$ cat src/rtl/wi_conditioner.sv
// Input conditioner for the consecutive-ones detector: two-flop synchronizer,
// counter-based debounce FSM, edge pulses and a saturating glitch counter.
module wi_conditioner #(
    parameter int unsigned DEB_CYCLES = 4,
    parameter int unsigned CNT_W      = 4
) (
    input  logic       clk,
    input  logic       reset,
    input  logic       din,
    input  logic       glitch_clr,
    output logic       wo,
    output logic       rise_p,
    output logic       fall_p,
    output logic [7:0] glitch_cnt
);

    localparam int unsigned        GW       = 8;
    localparam logic [CNT_W-1:0]   CNT_LAST = CNT_W'(DEB_CYCLES - 1);
    localparam logic [GW-1:0]      GL_MAX   = '1;

    typedef enum logic [1:0] {
        ST_LO     = 2'b00,
        ST_CHK_HI = 2'b01,
        ST_HI     = 2'b10,
        ST_CHK_LO = 2'b11
    } state_e;

    logic            sync1_q, sync1_d;
    logic            sync2_q, sync2_d;
    logic            s_in;
    state_e          state_q, state_d;
    logic [CNT_W-1:0] cnt_q, cnt_d;
    logic            wo_q, wo_d;
    logic            rise_q, rise_d;
    logic            fall_q, fall_d;
    logic [GW-1:0]   glitch_cnt_q, glitch_cnt_d;
    logic            glitch_c;

    // Only sync1 may go metastable; sync2 feeds the FSM.
    always_comb begin
        sync1_d = din;
        sync2_d = sync1_q;
    end

    always_ff @(posedge clk or negedge reset) begin
        if (!reset) begin
            sync1_q <= 1'b0;
            sync2_q <= 1'b0;
        end else begin
            sync1_q <= sync1_d;
            sync2_q <= sync2_d;
        end
    end

    assign s_in = sync2_q;

    // State, counter and registered outputs.
    always_ff @(posedge clk or negedge reset) begin
        if (!reset) begin
            state_q      <= ST_LO;
            cnt_q        <= '0;
            wo_q         <= 1'b0;
            rise_q       <= 1'b0;
            fall_q       <= 1'b0;
            glitch_cnt_q <= '0;
        end else begin
            state_q      <= state_d;
            cnt_q        <= cnt_d;
            wo_q         <= wo_d;
            rise_q       <= rise_d;
            fall_q       <= fall_d;
            glitch_cnt_q <= glitch_cnt_d;
        end
    end

    // Next state: the sample that leaves a stable state counts as the first.
    always_comb begin
        state_d = state_q;
        cnt_d   = cnt_q;
        case (state_q)
            ST_LO: begin
                if (s_in) begin
                    state_d = ST_CHK_HI;
                    cnt_d   = CNT_W'(1);
                end
            end
            ST_CHK_HI: begin
                if (!s_in) begin
                    state_d = ST_LO;
                    cnt_d   = '0;
                end else if (cnt_q == CNT_LAST) begin
                    state_d = ST_HI;
                    cnt_d   = '0;
                end else begin
                    cnt_d   = cnt_q + CNT_W'(1);
                end
            end
            ST_HI: begin
                if (!s_in) begin
                    state_d = ST_CHK_LO;
                    cnt_d   = CNT_W'(1);
                end
            end
            ST_CHK_LO: begin
                if (s_in) begin
                    state_d = ST_HI;
                    cnt_d   = '0;
                end else if (cnt_q == CNT_LAST) begin
                    state_d = ST_LO;
                    cnt_d   = '0;
                end else begin
                    cnt_d   = cnt_q + CNT_W'(1);
                end
            end
            default: begin
                state_d = ST_LO;
                cnt_d   = '0;
            end
        endcase
    end

    // Outputs decoded from the transition being taken this edge.
    always_comb begin
        wo_d         = (state_d == ST_HI) || (state_d == ST_CHK_LO);
        rise_d       = (state_q == ST_CHK_HI) && (state_d == ST_HI);
        fall_d       = (state_q == ST_CHK_LO) && (state_d == ST_LO);
        glitch_c     = ((state_q == ST_CHK_HI) && (state_d == ST_LO)) ||
                       ((state_q == ST_CHK_LO) && (state_d == ST_HI));
        glitch_cnt_d = glitch_cnt_q;
        if (glitch_clr) begin
            glitch_cnt_d = '0;
        end else if (glitch_c && (glitch_cnt_q != GL_MAX)) begin
            glitch_cnt_d = glitch_cnt_q + GW'(1);
        end
    end

    assign wo         = wo_q;
    assign rise_p     = rise_q;
    assign fall_p     = fall_q;
    assign glitch_cnt = glitch_cnt_q;

endmodule
$ cat config.mk
export PLATFORM = sky130hd
export DESIGN_NAME = wi_conditioner
export DESIGN_NICKNAME = d
export VERILOG_FILES = /design/src/rtl/wi_conditioner.sv
export SDC_FILE = /design/constraint.sdc
export NUM_CORES = 1
export LEC_CHECK = 0
export BUFFER_PORTS_ARGS = -buffer_cell sky130_fd_sc_hd__buf_2
export CORE_MARGIN = 5
export CORE_UTILIZATION = 35
export CTS_CLUSTER_SIZE = 10
export DETAILED_ROUTE_END_ITERATION = 8
export GPL_ROUTABILITY_DRIVEN = 0
export PLACE_DENSITY = 0.56
export SYNTH_ARGS = -nofsm -noshare
export SYNTH_HDL_FRONTEND = slang
export SYNTH_SLANG_ARGS = --single-unit
$ cat constraint.sdc
create_clock -name clk -period 2.2 [get_ports clk]
set_input_delay 0.11 -clock clk [delete_from_list [all_inputs] [get_ports clk]]
set_output_delay 0.11 -clock clk [all_outputs]
set_load 0.02 [all_outputs]
Word level (Yosys, flattened, before mapping). Index checks and enable logic that the tools add are counted.

Flip-flop bits (word level): 19. Logic and storage cells: 45. Input bits: 4. Output and inout bits: 11.

$add $sub $neg: 2. Eq/ne operators: 9. Mux-type cells: 15. Reduce and logical (&&, ||, !) cells: 11.

Operators with widths (count): two-way mux 4 bit (5); two-way mux 8 bit (2); case mux 4 bit (4 select lines) (1); two-way mux 2 bit (6); adder 8 x 1 -> 8 bit (second input constant) (1); equality test 2 bit (second input constant) (4); != test 8 bit (second input constant) (1); case mux 2 bit (4 select lines) (1); logical AND 1 bit (5); adder 4 x 1 -> 4 bit (second input constant) (1); equality test 4 x 2 -> 1 bit (second input constant) (1); logical NOT 2 bit (2); != test 2 bit (second input constant) (2); equality test 2 x 1 -> 1 bit (second input constant) (1); logical OR 1 bit (2); AND reduction 2 bit (1); nonzero test 2 bit (1).

Logic depth before layout (Yosys ltp).
Depth in word-level cells: 10. Mapped depth: 5. Mapped depth without buffers: 5.

Worst setup path before layout. Ideal clock, no wire load.

Path type: reg-to-reg. Start point: register glitch_cnt_q[0], in the netlist glitch_cnt[0]. End point: register glitch_cnt_q[4], in the netlist glitch_cnt[4]. Arrival time: 1.332 ns. Data required time: 2.075 ns. Setup time: 0.125 ns. Slack: 0.743 ns. Buffers on the path: 0. Cell stages (with the launch flop): 6. Cell sequence: dfrtp_1 -> ha_1 -> nand3_1 -> nor2_2 -> nand3_1 -> mux2_2.

Longest elaborated chain between the ends: 3. Elaborated cells between the ends (all ways): 6. Classes of those cells: add/sub: 1; eq/ne: 1; mux: 2; reduce/logical: 2.

RTL lines: from (decl) (line 36) `logic [GW-1:0] glitch_cnt_q, glitch_cnt_d;`; from (signal assigned) (line 72) `glitch_cnt_q <= glitch_cnt_d;`; adder 8 x 1 -> 8 bit / != test 8 bit (equally long branches) (line 133, 132); two-way mux 8 bit / logical AND 1 bit (equally long branches) (line 132) `end else if (glitch_c && (glitch_cnt_q != GL_MAX)) begin`; two-way mux 8 bit / nonzero test 2 bit (equally long branches).

Several ways; a longest one is shown, not always the timed one. The select of a mux whose other input is x is not followed. A chain may end at the register's enable or synchronous reset.

Final worst setup path.
Start point: register state_q[1]. End point: register glitch_cnt_q[1], in the netlist glitch_cnt[1].

Longest elaborated chain between the ends: 8. Elaborated cells between the ends (all ways): 18. Classes of those cells: eq/ne: 4; mux: 7; reduce/logical: 7.

RTL lines: from (decl) (line 31) `state_e state_q, state_d;`; from (signal assigned) (line 67) `state_q <= state_d;`; two-way mux 2 bit (on tied branches) (line 108, 91); two-way mux 2 bit (on tied branches) (line 105, 88); case mux 2 bit (4 select lines) (line 80) `case (state_q)`; equality test 2 bit / logical NOT 2 bit (equally long branches) (line 128, 127); logical AND 1 bit (on tied branches) (line 128, 127); logical OR 1 bit * (line 127) `glitch_c = ((state_q == ST_CHK_HI) && (state_d == ST_LO)) ||`; logical AND 1 bit * (line 132); nonzero test 2 bit (no line) *.

Every way passes the cells marked *; elsewhere a longest branch is shown, timed or not.

==> impl_metrics.tcl <==
set metrics [dict create \
    diodes 0 \
    rsz0062_at_grt "no" \
    finalCriticalPeriod_ps 1550 \
    core_sq_um 2430 \
    tritoncts "yes" \
    ant_nets 0 \
    antenna_found_initial 0 \
    slew_viol_final 0 \
    dp_cells 122 \
    die_h_um 60.0 \
    clk_latency_ps 290 \
    mostFrequentLayoutCells "19 x dfrtp_1, 14 x buf_2, 6 x nor2_1, 6 x nand3_1, 5 x nand2_1" \
    drt-vias-per-instance 5.09 \
    status "finished clean" \
    fin_tns_setup_ps 0 \
    fin_crit_sh_pct 70.6 \
    power.leakage_nw 0.473 \
    final_layout_size_suffix_gt1_share_pct 24.5 \
    syn_inst 80 \
    startpoint_type "register" \
    track_usage_pct 11.1 \
    cts_root_buf "clkbuf_4" \
    dpl.hpwl_um 1170 \
    vias 652 \
    p_total_w 0.000896 \
    start_util_pct 36.0 \
    relSlewSlack_pct 60.0 \
    nets 105 \
    arrival_ps 1740 \
    die_w_um 60.0 \
    grt_max_degree 20 \
    ys_seq_area_share_pct 54.4 \
    peakVddDrop_mv 0.648 \
    drt-pass1-iter-count 4 \
    io_buffers 14 \
    finalNonFillerCells 128 \
    final_common_cell "dfrtp_1" \
    syn_nets 86 \
    maxCapViolCount 0 \
    finalSetupViolCount 0 \
    synth-seq-cells 19 \
    finalHoldViolations 0 \
    syn_area_sq_um 875 \
    clock_sinks 19 \
    drc 0 \
    powerDensity_nw_per_um2 877 \
    crit_path_end_kind "register" \
    syn_area_per_cell_sq_um 10.9 \
    area_growth_pct 16.7 \
    grt_pass1_vias 634 \
    die_area_sq_um 3600 \
    yosys_warnings 0 \
    tightestPinTransition_ps 596 \
    io_pins 15 \
    crit_type "reg2reg" \
    cts_made_buffers 3 \
    fmax_ghz 0.644 \
    cp_max_fo 6 \
    rows 18 \
    finClkSkew_ps 0.882 \
    htreeDepth 1 \
    grt_overflow 0 \
    grt_first_pass_wirelength_um 2980 \
    clkTransAtPathRegs_ps 100 \
    hp-class "in2reg" \
    first_iter_violations 4 \
    synth.distinct_cells 29 \
    wire_per_inst_um 12.9 \
    wirelength_um 1650 \
    crit_required_ps 2380 \
    post_cts_resized 0 \
    post-route-util_pct 42.0 \
    clock_path_buffers 2 \
    whs_ps 93.6 \
]
## layout make-up
| type | instances | area [sq um] |
|---|---|---|
| multi-input combinational | 58 | 388 |
| clock buffer | 4 | 26.3 |
| fill | 257 | 1410 |
| inverter | 1 | 3.75 |
| timing repair buffer | 16 | 90.1 |
| tap | 30 | 37.5 |
| sequential | 19 | 475 |
## state kept, by name (all words and copies together) (netlist names)
name,flops
fall_p,1
wo,1
glitch_cnt,8
state_q,2
sync1_q,1
cnt_q,4
s_in,1
rise_p,1
## repair_timing
item / 4_1_cts / 5_1_grt
hold buffers: 2 / 0
setup buffers: 0 / 0
hold endpoints to repair: 20 / 0
## path summary, 6_finish.rpt
kind / start / cells past startpoint / end / slack [ps]
setup / recovery: state_q[1] / 4 / glitch_cnt[1] / 650
hold / removal: glitch_clr / 2 / glitch_cnt[6] / 90
setup reg to reg: state_q[1] / 4 / glitch_cnt[1] / 650
hold reg to reg: sync1_q / 0 / s_in / 360
max in group asynchronous: reset / 2 / rise_p / 1630
min in group asynchronous: reset / 2 / glitch_cnt[5] / 280
## cell usage after synthesis
library cell   n  share of area, %
mux2_2         3               3.9
nor2_2         1              0.72
nand2_1        5               2.1
ha_1           2               2.9
mux2i_1        1               1.1
and3_1         1              0.72
o21a_1         1              0.86
o22ai_1        2               1.4
xor2_2         1               1.9
inv_1          1              0.43
xnor2_1        1               1.0
nand4_1        3               2.1
a21oi_1        4               2.3
clkbuf_1       1              0.43
o21bai_1       1              0.86
a31oi_1        3               2.1
xor2_1         2               2.0
nand3_1        6               3.4
nor2_1         6               2.6
a211oi_1       2               1.7
nor3_1         2               1.1
o21ai_0        3               1.7
nor3_2         1               1.1
and4b_1        1               1.1
buf_1          1              0.43
dfrtp_1       19                54
o211ai_2       1               1.4
nor3b_1        3               2.6
nor2b_1        2               1.4
## kinds of logic after synthesis
family | count (synthesis) | share of synthesized area, %
buffers and inverters | 3 | 1.29
adders and majority gates | 2 | 2.86
muxes | 4 | 5.01
DFF | 19 | 54.4
and+or+nand+nor | 31 | 19.2
xor gates and xnor gates | 4 | 4.87
AOI/OAI and AO/OA | 17 | 12.4
## metal layers
layer / vias to the layer above / wire, um / part of all wire (%) / track usage [%]
met3: 2 / 88 / 5.3 / 4.10
met5: - / 0 / 0 / 0
met2: 10 / 697 / 42 / 16.7
li1: 330 / - / - / -
met1: 310 / 844 / 51 / 14.7
met4: 0 / 15 / 0.91 / 3.80
## report_power, final
group / total [W] / internal, W / switching [W]
registers: 0.000484 / 0.000405 / 0.0000784
clock network: 0.000171 / 0.0000705 / 0.000100
logic: 0.000241 / 0.000103 / 0.000138
total: 0.000896 / 0.000579 / 0.000316
## metrics by stage
| stage | setup WS (ps) | cell area (sq um) |
|---|---|---|
| after floorplan | 743 | 875 |
| after global placement | 674 | 975 |
| after detailed placement | 598 | 975 |
| after CTS | 583 | 1020 |
| after global routing | 477 | 1020 |
| final | 647 | 1020 |
## worst max-delay path, cell delays in order, from the launching register on
cell	delay [ps]
dfrtp_1	470
xnor2_1	540
o211ai_2	200
mux2i_1	190
nor2_1	50
Power figures use the tool's default switching activity.
